<file path="config.mk">
export PLATFORM = sky130hd
export DESIGN_NAME = addsub_arbiter_flat
export DESIGN_NICKNAME = d
export VERILOG_FILES = /design/src/rtl/addsub_pkg.sv /design/src/rtl/addsub_arbiter_if.sv /design/src/rtl/AddOrSub.sv /design/src/rtl/addsub_arbiter.sv /design/src/flat_wrapper.sv
export SDC_FILE = /design/constraint.sdc
export NUM_CORES = 1
export LEC_CHECK = 0
export BUFFER_PORTS_ARGS = -buffer_cell sky130_fd_sc_hd__buf_2
export CAP_MARGIN = 0
export CELL_PAD_IN_SITES_DETAIL_PLACEMENT = 1
export CELL_PAD_IN_SITES_GLOBAL_PLACEMENT = 2
export CORE_ASPECT_RATIO = 0.6
export CORE_UTILIZATION = 31
export DETAILED_ROUTE_END_ITERATION = 10
export PLACE_DENSITY = 0.87
export SYNTH_ARGS = -nofsm -noshare
export SYNTH_HDL_FRONTEND = slang
export SYNTH_SLANG_ARGS = --single-unit
</file>
<file path="constraint.sdc">
create_clock -name clk -period 3.26 [get_ports clk]
set_clock_uncertainty 0.15 [all_clocks]
set_input_delay 0.163 -clock clk [delete_from_list [all_inputs] [get_ports clk]]
set_output_delay 0.163 -clock clk [all_outputs]
set_load 0.02 [all_outputs]
</file>
<file path="src/rtl/addsub_pkg.sv">
// addsub_pkg: shared FSM state and op encoding
// for the add/sub arbiter slice.
package addsub_pkg;

  typedef enum logic [1:0] {
    IDLE,
    EXEC,
    RESP
  } state_t;

  localparam logic OP_ADD = 1'b0;
  localparam logic OP_SUB = 1'b1;

endpackage

</file>
<file path="src/rtl/addsub_arbiter_if.sv">
// addsub_arbiter_if: requester and response bundle.
// rsp_ovf exists only with ADDSUB_ARB_OVF_EN.
interface addsub_arbiter_if #(
  parameter int NREQ = 4,
  parameter int W    = 8
);
  localparam int IDW = $clog2(NREQ);

  logic [NREQ-1:0]   req_valid;
  logic [NREQ-1:0]   req_ready;
  logic [NREQ*W-1:0] req_a;
  logic [NREQ*W-1:0] req_b;
  logic [NREQ-1:0]   req_op;
  logic              rsp_valid;
  logic              rsp_ready;
  logic [IDW-1:0]    rsp_id;
  logic [W-1:0]      rsp_s;
`ifdef ADDSUB_ARB_OVF_EN
  logic              rsp_ovf;

  modport master (
    output req_valid, req_a, req_b, req_op,
    output rsp_ready,
    input  req_ready, rsp_valid, rsp_id,
    input  rsp_s, rsp_ovf
  );

  modport slave (
    input  req_valid, req_a, req_b, req_op,
    input  rsp_ready,
    output req_ready, rsp_valid, rsp_id,
    output rsp_s, rsp_ovf
  );
`else
  modport master (
    output req_valid, req_a, req_b, req_op,
    output rsp_ready,
    input  req_ready, rsp_valid, rsp_id,
    input  rsp_s
  );

  modport slave (
    input  req_valid, req_a, req_b, req_op,
    input  rsp_ready,
    output req_ready, rsp_valid, rsp_id,
    output rsp_s
  );
`endif

endinterface

</file>
<file path="src/rtl/AddOrSub.sv">
// AddOrSub: shared W-bit adder/subtractor,
// result wraps modulo 2^W.
module AddOrSub
  import addsub_pkg::*;
#(
  parameter int W = 8
) (
  input  logic [W-1:0] a,
  input  logic [W-1:0] b,
  input  logic         op,
  output logic [W-1:0] s
);

  // add or two's-complement subtract
  always_comb begin
    s = (op == OP_SUB) ? a - b : a + b;
  end

endmodule

</file>
<file path="src/rtl/addsub_arbiter.sv">
// addsub_arbiter: round-robin sharing of one AddOrSub.
// Macro ADDSUB_ARB_OVF_EN adds the rsp_ovf flag.
module addsub_arbiter
  import addsub_pkg::*;
#(
  parameter int NREQ = 4,
  parameter int W    = 8
) (
  input logic             clk,
  input logic             rst,
  addsub_arbiter_if.slave bus
);

  localparam int IDW = $clog2(NREQ);

  state_t         state;
  state_t         state_nxt;
  logic [IDW-1:0] ptr;
  logic [IDW-1:0] gnt;
  logic [IDW-1:0] g_q;
  logic           hs;
  logic [W-1:0]   a_q;
  logic [W-1:0]   b_q;
  logic           op_q;
  logic [W-1:0]   sum;

  function automatic logic [IDW-1:0] rr_pick(
    input logic [NREQ-1:0] v,
    input logic [IDW-1:0]  p
  );
    logic [IDW-1:0] r;
    int             k;
    r = '0;
    for (int i = NREQ - 1; i >= 0; i--) begin
      k = (int'(p) + i) % NREQ;
      if (v[IDW'(k)]) r = IDW'(k);
    end
    return r;
  endfunction

  AddOrSub #(.W(W)) u_addsub (
    .a  (a_q),
    .b  (b_q),
    .op (op_q),
    .s  (sum)
  );

  // state register
  always_ff @(posedge clk or posedge rst) begin
    if (rst) state <= IDLE;
    else     state <= state_nxt;
  end

  // next state and grant; ready never sees rsp_ready
  always_comb begin
    state_nxt     = state;
    bus.req_ready = '0;
    hs            = 1'b0;
    gnt           = rr_pick(bus.req_valid, ptr);
    unique case (state)
      IDLE: begin
        if (!rst && |bus.req_valid) begin
          bus.req_ready = NREQ'(1) << gnt;
          hs            = 1'b1;
          state_nxt     = EXEC;
        end
      end
      EXEC: state_nxt = RESP;
      RESP: if (bus.rsp_ready) state_nxt = IDLE;
      default: state_nxt = IDLE;
    endcase
  end

  // operand capture, result register, rotation pointer
  always_ff @(posedge clk or posedge rst) begin
    if (rst) begin
      a_q           <= '0;
      b_q           <= '0;
      op_q          <= OP_ADD;
      g_q           <= '0;
      ptr           <= '0;
      bus.rsp_valid <= 1'b0;
      bus.rsp_s     <= '0;
      bus.rsp_id    <= '0;
`ifdef ADDSUB_ARB_OVF_EN
      bus.rsp_ovf   <= 1'b0;
`endif
    end else begin
      if (hs) begin
        a_q  <= W'(bus.req_a >> (W * int'(gnt)));
        b_q  <= W'(bus.req_b >> (W * int'(gnt)));
        op_q <= bus.req_op[gnt];
        g_q  <= gnt;
      end
      if (state == EXEC) begin
        bus.rsp_s     <= sum;
        bus.rsp_id    <= g_q;
        bus.rsp_valid <= 1'b1;
`ifdef ADDSUB_ARB_OVF_EN
        bus.rsp_ovf <= (op_q == OP_SUB)
          ? (a_q[W-1] != b_q[W-1]) & (sum[W-1] != a_q[W-1])
          : (a_q[W-1] == b_q[W-1]) & (sum[W-1] != a_q[W-1]);
`endif
      end
      if (state == RESP && bus.rsp_ready) begin
        bus.rsp_valid <= 1'b0;
        ptr <= (int'(g_q) == NREQ - 1) ? '0 : g_q + 1'b1;
      end
    end
  end

endmodule

</file>
<file path="src/flat_wrapper.sv">
// flat-port wrapper written by rule: the top's interface ports become plain ports
module addsub_arbiter_flat import addsub_pkg::*;
#(
  parameter int NREQ = 4,
  parameter int W    = 8
)
  (clk, rst, bus_req_valid, bus_req_a, bus_req_b, bus_req_op, bus_rsp_ready, bus_req_ready, bus_rsp_valid, bus_rsp_id, bus_rsp_s);
  addsub_arbiter_if #(.NREQ(NREQ), .W(W)) bus_i ();
  input logic clk;
  input logic rst;
  input wire logic [$bits(bus_i.req_valid)-1:0] bus_req_valid;
  input wire logic [$bits(bus_i.req_a)-1:0] bus_req_a;
  input wire logic [$bits(bus_i.req_b)-1:0] bus_req_b;
  input wire logic [$bits(bus_i.req_op)-1:0] bus_req_op;
  input wire logic [$bits(bus_i.rsp_ready)-1:0] bus_rsp_ready;
  output wire logic [$bits(bus_i.req_ready)-1:0] bus_req_ready;
  output wire logic [$bits(bus_i.rsp_valid)-1:0] bus_rsp_valid;
  output wire logic [$bits(bus_i.rsp_id)-1:0] bus_rsp_id;
  output wire logic [$bits(bus_i.rsp_s)-1:0] bus_rsp_s;
  assign bus_i.req_valid = bus_req_valid;
  assign bus_i.req_a = bus_req_a;
  assign bus_i.req_b = bus_req_b;
  assign bus_i.req_op = bus_req_op;
  assign bus_i.rsp_ready = bus_rsp_ready;
  assign bus_req_ready = bus_i.req_ready;
  assign bus_rsp_valid = bus_i.rsp_valid;
  assign bus_rsp_id = bus_i.rsp_id;
  assign bus_rsp_s = bus_i.rsp_s;
  addsub_arbiter #(.NREQ(NREQ), .W(W)) u_core (.clk(clk), .rst(rst), .bus(bus_i));
endmodule
</file>
### After elaboration in Yosys (flattened, before gate mapping)

Cells that the tools add are included.

| word-level totals | value |
|---|---|
| bits in registers | 34 |
| bits of input ports | 75 |
| output and inout bits | 15 |
| logic and storage cells | 64 |

| operators by class | value |
|---|---|
| add/sub/neg operators | 6 |
| magnitude comparators | 5 |
| equal/unequal tests | 5 |
| shift operators | 3 |
| mux-type cells | 29 |
| reductions and logical operators | 7 |

Operators by type and width:

| cell | count |
|---|---|
| 32-bit by 5-bit >> shifter with 8-bit output | 2 |
| 2-bit by 4-bit < comparator with 1-bit output, second input constant | 4 |
| 2-bit 2-to-1 mux | 7 |
| 1-bit 2-to-1 mux | 13 |
| 1-bit binary-select mux with 2-bit select | 5 |
| 8-bit adder | 1 |
| 4-bit 2-to-1 mux | 2 |
| 8-bit 2-to-1 mux | 1 |
| 8-bit subtractor | 1 |
| 2-bit case mux with 3 select lines | 1 |
| 2-bit by 1-bit adder with 2-bit output, second input constant | 2 |
| 2-bit adder, second input constant | 2 |
| 2-bit by 1-bit == test with 1-bit output, second input constant | 2 |
| 4-bit OR reduction | 1 |
| 1-bit by 2-bit << shifter with 4-bit output, first input constant | 1 |
| 2-bit by 3-bit < comparator with 1-bit output, second input constant | 1 |
| 2-bit == test, second input constant | 1 |
| 1-bit logical AND | 2 |
| 2-bit logical NOT | 1 |
| 2-bit by 1-bit inequality test with 1-bit output, second input constant | 1 |
| 2-bit inequality test, second input constant | 1 |
| 2-bit AND reduction | 1 |
| 2-bit nonzero test | 1 |
| 1-bit logical NOT | 1 |

### Depth between registers and ports, before layout

| depth | value |
|---|---|
| depth in word-level cells | 11 |
| gate-level depth with buffers | 10 |
| depth with buffers taken out | 10 |

### Modules after synthesis

From an unflattened synthesis, not the netlist that was laid out.

| unflattened totals | value |
|---|---|
| cells, all modules | 223 |
| area total of the unflattened synthesis | 2,255.9 um^2 |

Modules (own cells, without submodules):

| module | instances | cells each | area an instance (um^2) | sequential area each (um^2) |
|---|---|---|---|---|
| addsub_arbiter | 1 | 165 | 1,831.8 | 850.8 |
| AddOrSub | 1 | 58 | 424.2 | 0.0 |

### Worst setup path before layout

Ideal clock, no wire load.

| path | value |
|---|---|
| path kind | register -> register |
| start point | reg u_core.b_q[2] |
| end point | reg u_core.bus.rsp_s[7] |
| library setup time | 0.134 ns |
| arrival | 1.913 ns |
| required time | 2.976 ns |
| path slack | 1.063 ns |
| stages on the path, launching flop included | 9 |
| path buffers | 0 |
| clock period less this slack | 2.197 ns |
| path through | dfrtp_1 -> nor4_1 -> a21oi_1 -> xnor2_1 -> ha_1 -> or4_1 -> o22ai_1 -> xnor2_1 -> o21ai_1 |

| on the way | value |
|---|---|
| word-level cells in the longest chain between the ends | 2 |
| elaborated cells between the ends (all ways) | 3 |
| classes of those cells | 2 x add/sub; 1 x mux |

RTL lines:

| what | line | text |
|---|---|---|
| start, declared | addsub_arbiter.sv:23 | `logic [W-1:0] b_q;` |
| start signal, assigned | addsub_arbiter.sv:91 | `b_q <= W'(bus.req_b >> (W * int'(gnt)));` |
| 8-bit adder / 8-bit subtractor (equally long branches) | AddOrSub.sv:16 | `s = (op == OP_SUB) ? a - b : a + b;` |
| 8-bit 2-to-1 mux * | AddOrSub.sv:16 |  |
| end signal, assigned | addsub_arbiter.sv:96 | `bus.rsp_s <= sum;` |
| end, declared | addsub_arbiter_if.sv:46 | `output rsp_s` |

Every way passes the cells marked *; elsewhere a longest branch is shown, timed or not.
A chain may end at the register's enable or synchronous reset.

### Worst setup path after layout

| path | value |
|---|---|
| start point | reg u_core.ptr[0] |
| end point | out bus_req_ready[3] |

| on the way | value |
|---|---|
| word-level cells in the longest chain between the ends | 11 |
| elaborated cells between the ends (all ways) | 22 |
| classes of those cells | 3 x add/sub; 1 x shift; 18 x mux |

RTL lines:

| what | line | text |
|---|---|---|
| start, declared | addsub_arbiter.sv:18 | `logic [IDW-1:0] ptr;` |
| start signal, assigned | addsub_arbiter.sv:107 | `ptr <= (int'(g_q) == NREQ - 1) ? '0 : g_q + 1'b1;` |
| 2-bit adder | addsub_arbiter.sv:35 | `k = (int'(p) + i) % NREQ;` |
| 1-bit binary-select mux with 2-bit select | addsub_arbiter.sv:36 | `if (v[IDW'(k)]) r = IDW'(k);` |
| 1-bit 2-to-1 mux (implied by the code) (2 in a row) | addsub_arbiter.sv:36 |  |
| 2-bit 2-to-1 mux (3 in a row) | addsub_arbiter.sv:36 |  |
| 2-bit 2-to-1 mux * | addsub_arbiter.sv:36 |  |
| 1-bit by 2-bit << shifter with 4-bit output * | addsub_arbiter.sv:63 | `bus.req_ready = NREQ'(1) << gnt;` |
| 4-bit 2-to-1 mux * | addsub_arbiter.sv:62 | `if (!rst && \|bus.req_valid) begin` |
| 4-bit 2-to-1 mux * | addsub_arbiter.sv:60 | `unique case (state)` |
| end, declared | flat_wrapper.sv:16 | `output wire logic [$bits(bus_i.req_ready)-1:0] bus_req_ready;` |

Every way passes the cells marked *; elsewhere a longest branch is shown, timed or not. The select of a mux whose other input is x is not followed.

==> results.md <==
- Vias/cell: 5.30
- Worst setup SP type: register
- Max Fanout on Critical Path: 35
- R2R Path Start: u_core.b_q[2]
- M3 GR Usage: 5.83%
- Min Clock Period, post-route: 2.77 ns
- Yosys warns: 0
- Synthesized-area fraction occupied by adder cells: 5.41%
- Max-cap violations: 0
- CTS Sinks: 34
- Synth Instances: 277
- Hold EP: u_core.a_q[4]
- Full die area: 8290 um2
- Post-Syn Area: 2450 um2
- Via count: 2449
- PwrDens: 1050 nW/um2
- ANT cells: 0
- Measured slew at the worst slew-check pin: 0.823 ns
- CP peak stage delay: 0.67 ns
- Setup violators final: 0
- Io pins: 90
- Share of cells above drive strength 1: 33.0%
- Hold Crit Class: in2reg
- Placed inst area: 2950 um2
- Vias in the first global route: 2496
- Post-synthesis mux area share: 3.06%
- Switching Power: 1540 uW
- ANT nets after route: 0
- Area growth from synthesis to layout: 26.6%
- Int Power: 1740 uW
- IO buf count: 89
- Worst skew pair latency: 0.28 ns
- Non-filler cells, final: 462
- Met2 Use GR: 29.5%
- Syn_area_per_cell: 8.86 um2
- Wire per inst: 17.6 um
- # fillers: 922
- WS Path Type: reg2out
- Post-synthesis sequential area ratio: 34.7%
- Routed WL: 8.12 mm
- Synth Area in Compound Gates: 30.7%
- Clk buf depth: 2
- Grt met1 use: 32.3%
- Die span in x: 117 um
- Hold depth: 3
- Ys async rst share: 100%
- Dpl hpwl: 6.35 mm
- Clock transition at path regs: 0.05 ns
- Largest family of logic cells by synthesized area: compound AO/OA/AOI/OAI gates
- GPL Wtd Cong: 0.791
- R2R setup slack: 0.63 ns
- Initial Util: 32.9%
- R2R depth: 8
- 1st-pass router iterations: 4
- Setup TNS: 0 ns
- DRC: 0
- DR iter-0 viols: 117
- Cts bufs inserted: 5
- GRT overflow: 0
- Hold-fix buffers, CTS: 2
- Post-Synth Simple-Gate Area: 17.0%
- Min-delay src: bus_req_a[28]
- Crit path cell chain: nor2b_1 -> a211o_1 -> nand2_2 -> nor3_1 -> buf_2
- EDFF count, synth: 0
- Clk root buf: clkbuf_16
- Post-synthesis xor/xnor area fraction: 3.57%
- TritonCTS clock tree: done
- Unique masters post-synth: 44
- Clk pwr share: 13.7%
- RSZ-0062 raised after global routing: false
- Setup bufs post-CTS: 0
- Post-synth top flop: dfrtp_1
- Global Route Usage Sum: 21.1%
- Gate power share: 60.2%
- Net Count, Synth: 362
- Worst path slowest cell: a211o_1
- Status: complete, no violations
- CTS H-Tree Depth: 2
- Yosys reg bits: 34
- Max Slew Vio Count: 0
- Busiest layer in global routing: met1
- Nets: 443
- First-pass GRT wire length: 13.1 mm
- Slew margin rel.: 45.2%
- Post-CTS sizing: 0
- Row count: 24
- Core area: 7450 um2
- Cells after DPL: 453
- Final period utilization: 84.9%
- Initial antenna violation count: 0
- Die Y: 70.9 um
- Achievable Freq: 361 MHz
- Final Hold Fails: 0
- Post-route design area: 3110 um2
- VDD IR max: 0.358 mV
- Seq pwr share: 26.0%
- Critical path arrival: 2.45 ns
- CP required: 2.95 ns
- Sw Share: 46.9%
- LEAKAGE: 0.00148 uW
- Setup crit end kind: primary output
- Largest net degree at the start of global routing: 36
- R2R Path End: u_core.bus.rsp_s[7]
-- synth_stat cells, drive strengths merged (2+ instances only) --
master | n | area share (%)
mux2i | 3 | 1.2
o31ai | 3 | 0.92
a21boi | 17 | 5.2
a31oi | 4 | 1.0
inv | 10 | 1.5
nor3b | 2 | 0.61
nor2b | 4 | 1.0
ha | 9 | 4.6
and2 | 2 | 0.51
o221a | 2 | 0.92
o21ai | 29 | 6.1
nand2 | 14 | 2.2
dfrtp | 34 | 35
or4 | 2 | 0.61
nor4 | 2 | 0.51
o21a | 2 | 0.61
a22oi | 3 | 0.92
a32oi | 3 | 1.1
a21oi | 21 | 4.3
and3 | 18 | 4.6
nor2 | 23 | 3.5
mux2 | 4 | 1.8
clkbuf | 8 | 1.2
a221oi | 15 | 8.2
xnor2 | 10 | 3.6
buf | 12 | 2.8
nand2b | 4 | 1.0
nor3 | 9 | 1.8
-- critical path, delay by kind of cell, from the launching register on --
kind | cells | cell delay (ns)
simple gates | 3 | 0.78
flops | 1 | 0.48
buf+inv | 1 | 0.23
compound gates | 1 | 0.67
-- how the worst max path moves through the flow --
stage                              from                   to  slack (ns)
after floorplan           u_core.b_q[2]  u_core.bus.rsp_s[7]        1.06
after global placement    u_core.b_q[2]  u_core.bus.rsp_s[7]        0.85
after detailed placement  u_core.b_q[2]  u_core.bus.rsp_s[7]        0.69
after CTS                 u_core.ptr[0]     bus_req_ready[3]        0.50
after global routing      u_core.ptr[0]     bus_req_ready[3]        0.27
final                     u_core.ptr[0]     bus_req_ready[3]        0.49
-- metal layers --
| metal | share of wire, % | wire [um] | vias to the layer above |
|---|---|---|---|
| li1 | - | - | 1183 |
| met1 | 52 | 4250 | 1183 |
| met2 | 40 | 3280 | 79 |
| met3 | 6.9 | 562 | 4 |
| met4 | 0.41 | 33 | 0 |
| met5 | 0 | 0 | - |
-- flip-flops by register name (all words and copies together) (netlist names) --
| name | cells |
|---|---|
| u_core.bus.rsp_id | 2 |
| u_core.a_q | 8 |
| u_core.g_q | 2 |
| u_core.ptr | 2 |
| u_core.state | 2 |
| u_core.b_q | 8 |
| u_core.bus.rsp_s | 8 |
| u_core.bus.rsp_valid | 1 |
| u_core.op_q | 1 |
-- layout make-up --
type	count	area (um2)	area share (%)
Inverter	10	37.5	1.21
Clock buffer	7	133	4.27
Multi-Input combinational cell	213	1470	47.2
Sequential cell	34	851	27.4
Timing Repair Buffer	94	488	15.7
Tap cell	104	130	4.19
-- through the flow --
step	utilization (%)	hold slack, ns	total power (uW)	worst slack, ns
final	41.7	0.0363	3270	0.494
after global routing	41.7	0.0474	3560	0.271
after CTS	41.7	0.0383	3300	0.496
after detailed placement	39.7	0.159	2820	0.688
after global placement	39.7	0.152	2730	0.853
after floorplan	-	0.120	2270	1.06
-- power by group through the flow --
stage | Clock [uW] | Combinational, uW | Sequential [uW]
floorplan | 0 | 1420 | 848
global placement | 0 | 1890 | 836
detailed placement | 0 | 1970 | 853
CTS | 458 | 1990 | 851
global route | 472 | 2200 | 884
finish | 449 | 1970 | 852
-- layout by cell type, fill, tap and decap left out, types with 10 or more instances in the layout --
cell type / count
buf_2: 89
dfrtp_1: 34
nor2_1: 23
a21oi_1: 21
and3_1: 18
o21ai_1: 14
a21boi_0: 14
o21ai_0: 14
nand2_1: 13
a221oi_2: 11
xnor2_1: 10
-- kinds of logic (layout without fill, tap and decap cells) --
group                      count (synthesis)  after routing
muxes                                      7              7
adders and majority gates                 10             10
xor gates and xnor gates                  10             10
buffers and inverters                     30            111
DFF                                       34             34
and+or+nand+nor                           82             82
AOI/OAI and AO/OA                        104            104
Note: power is estimated with default switching activity, not from simulation.
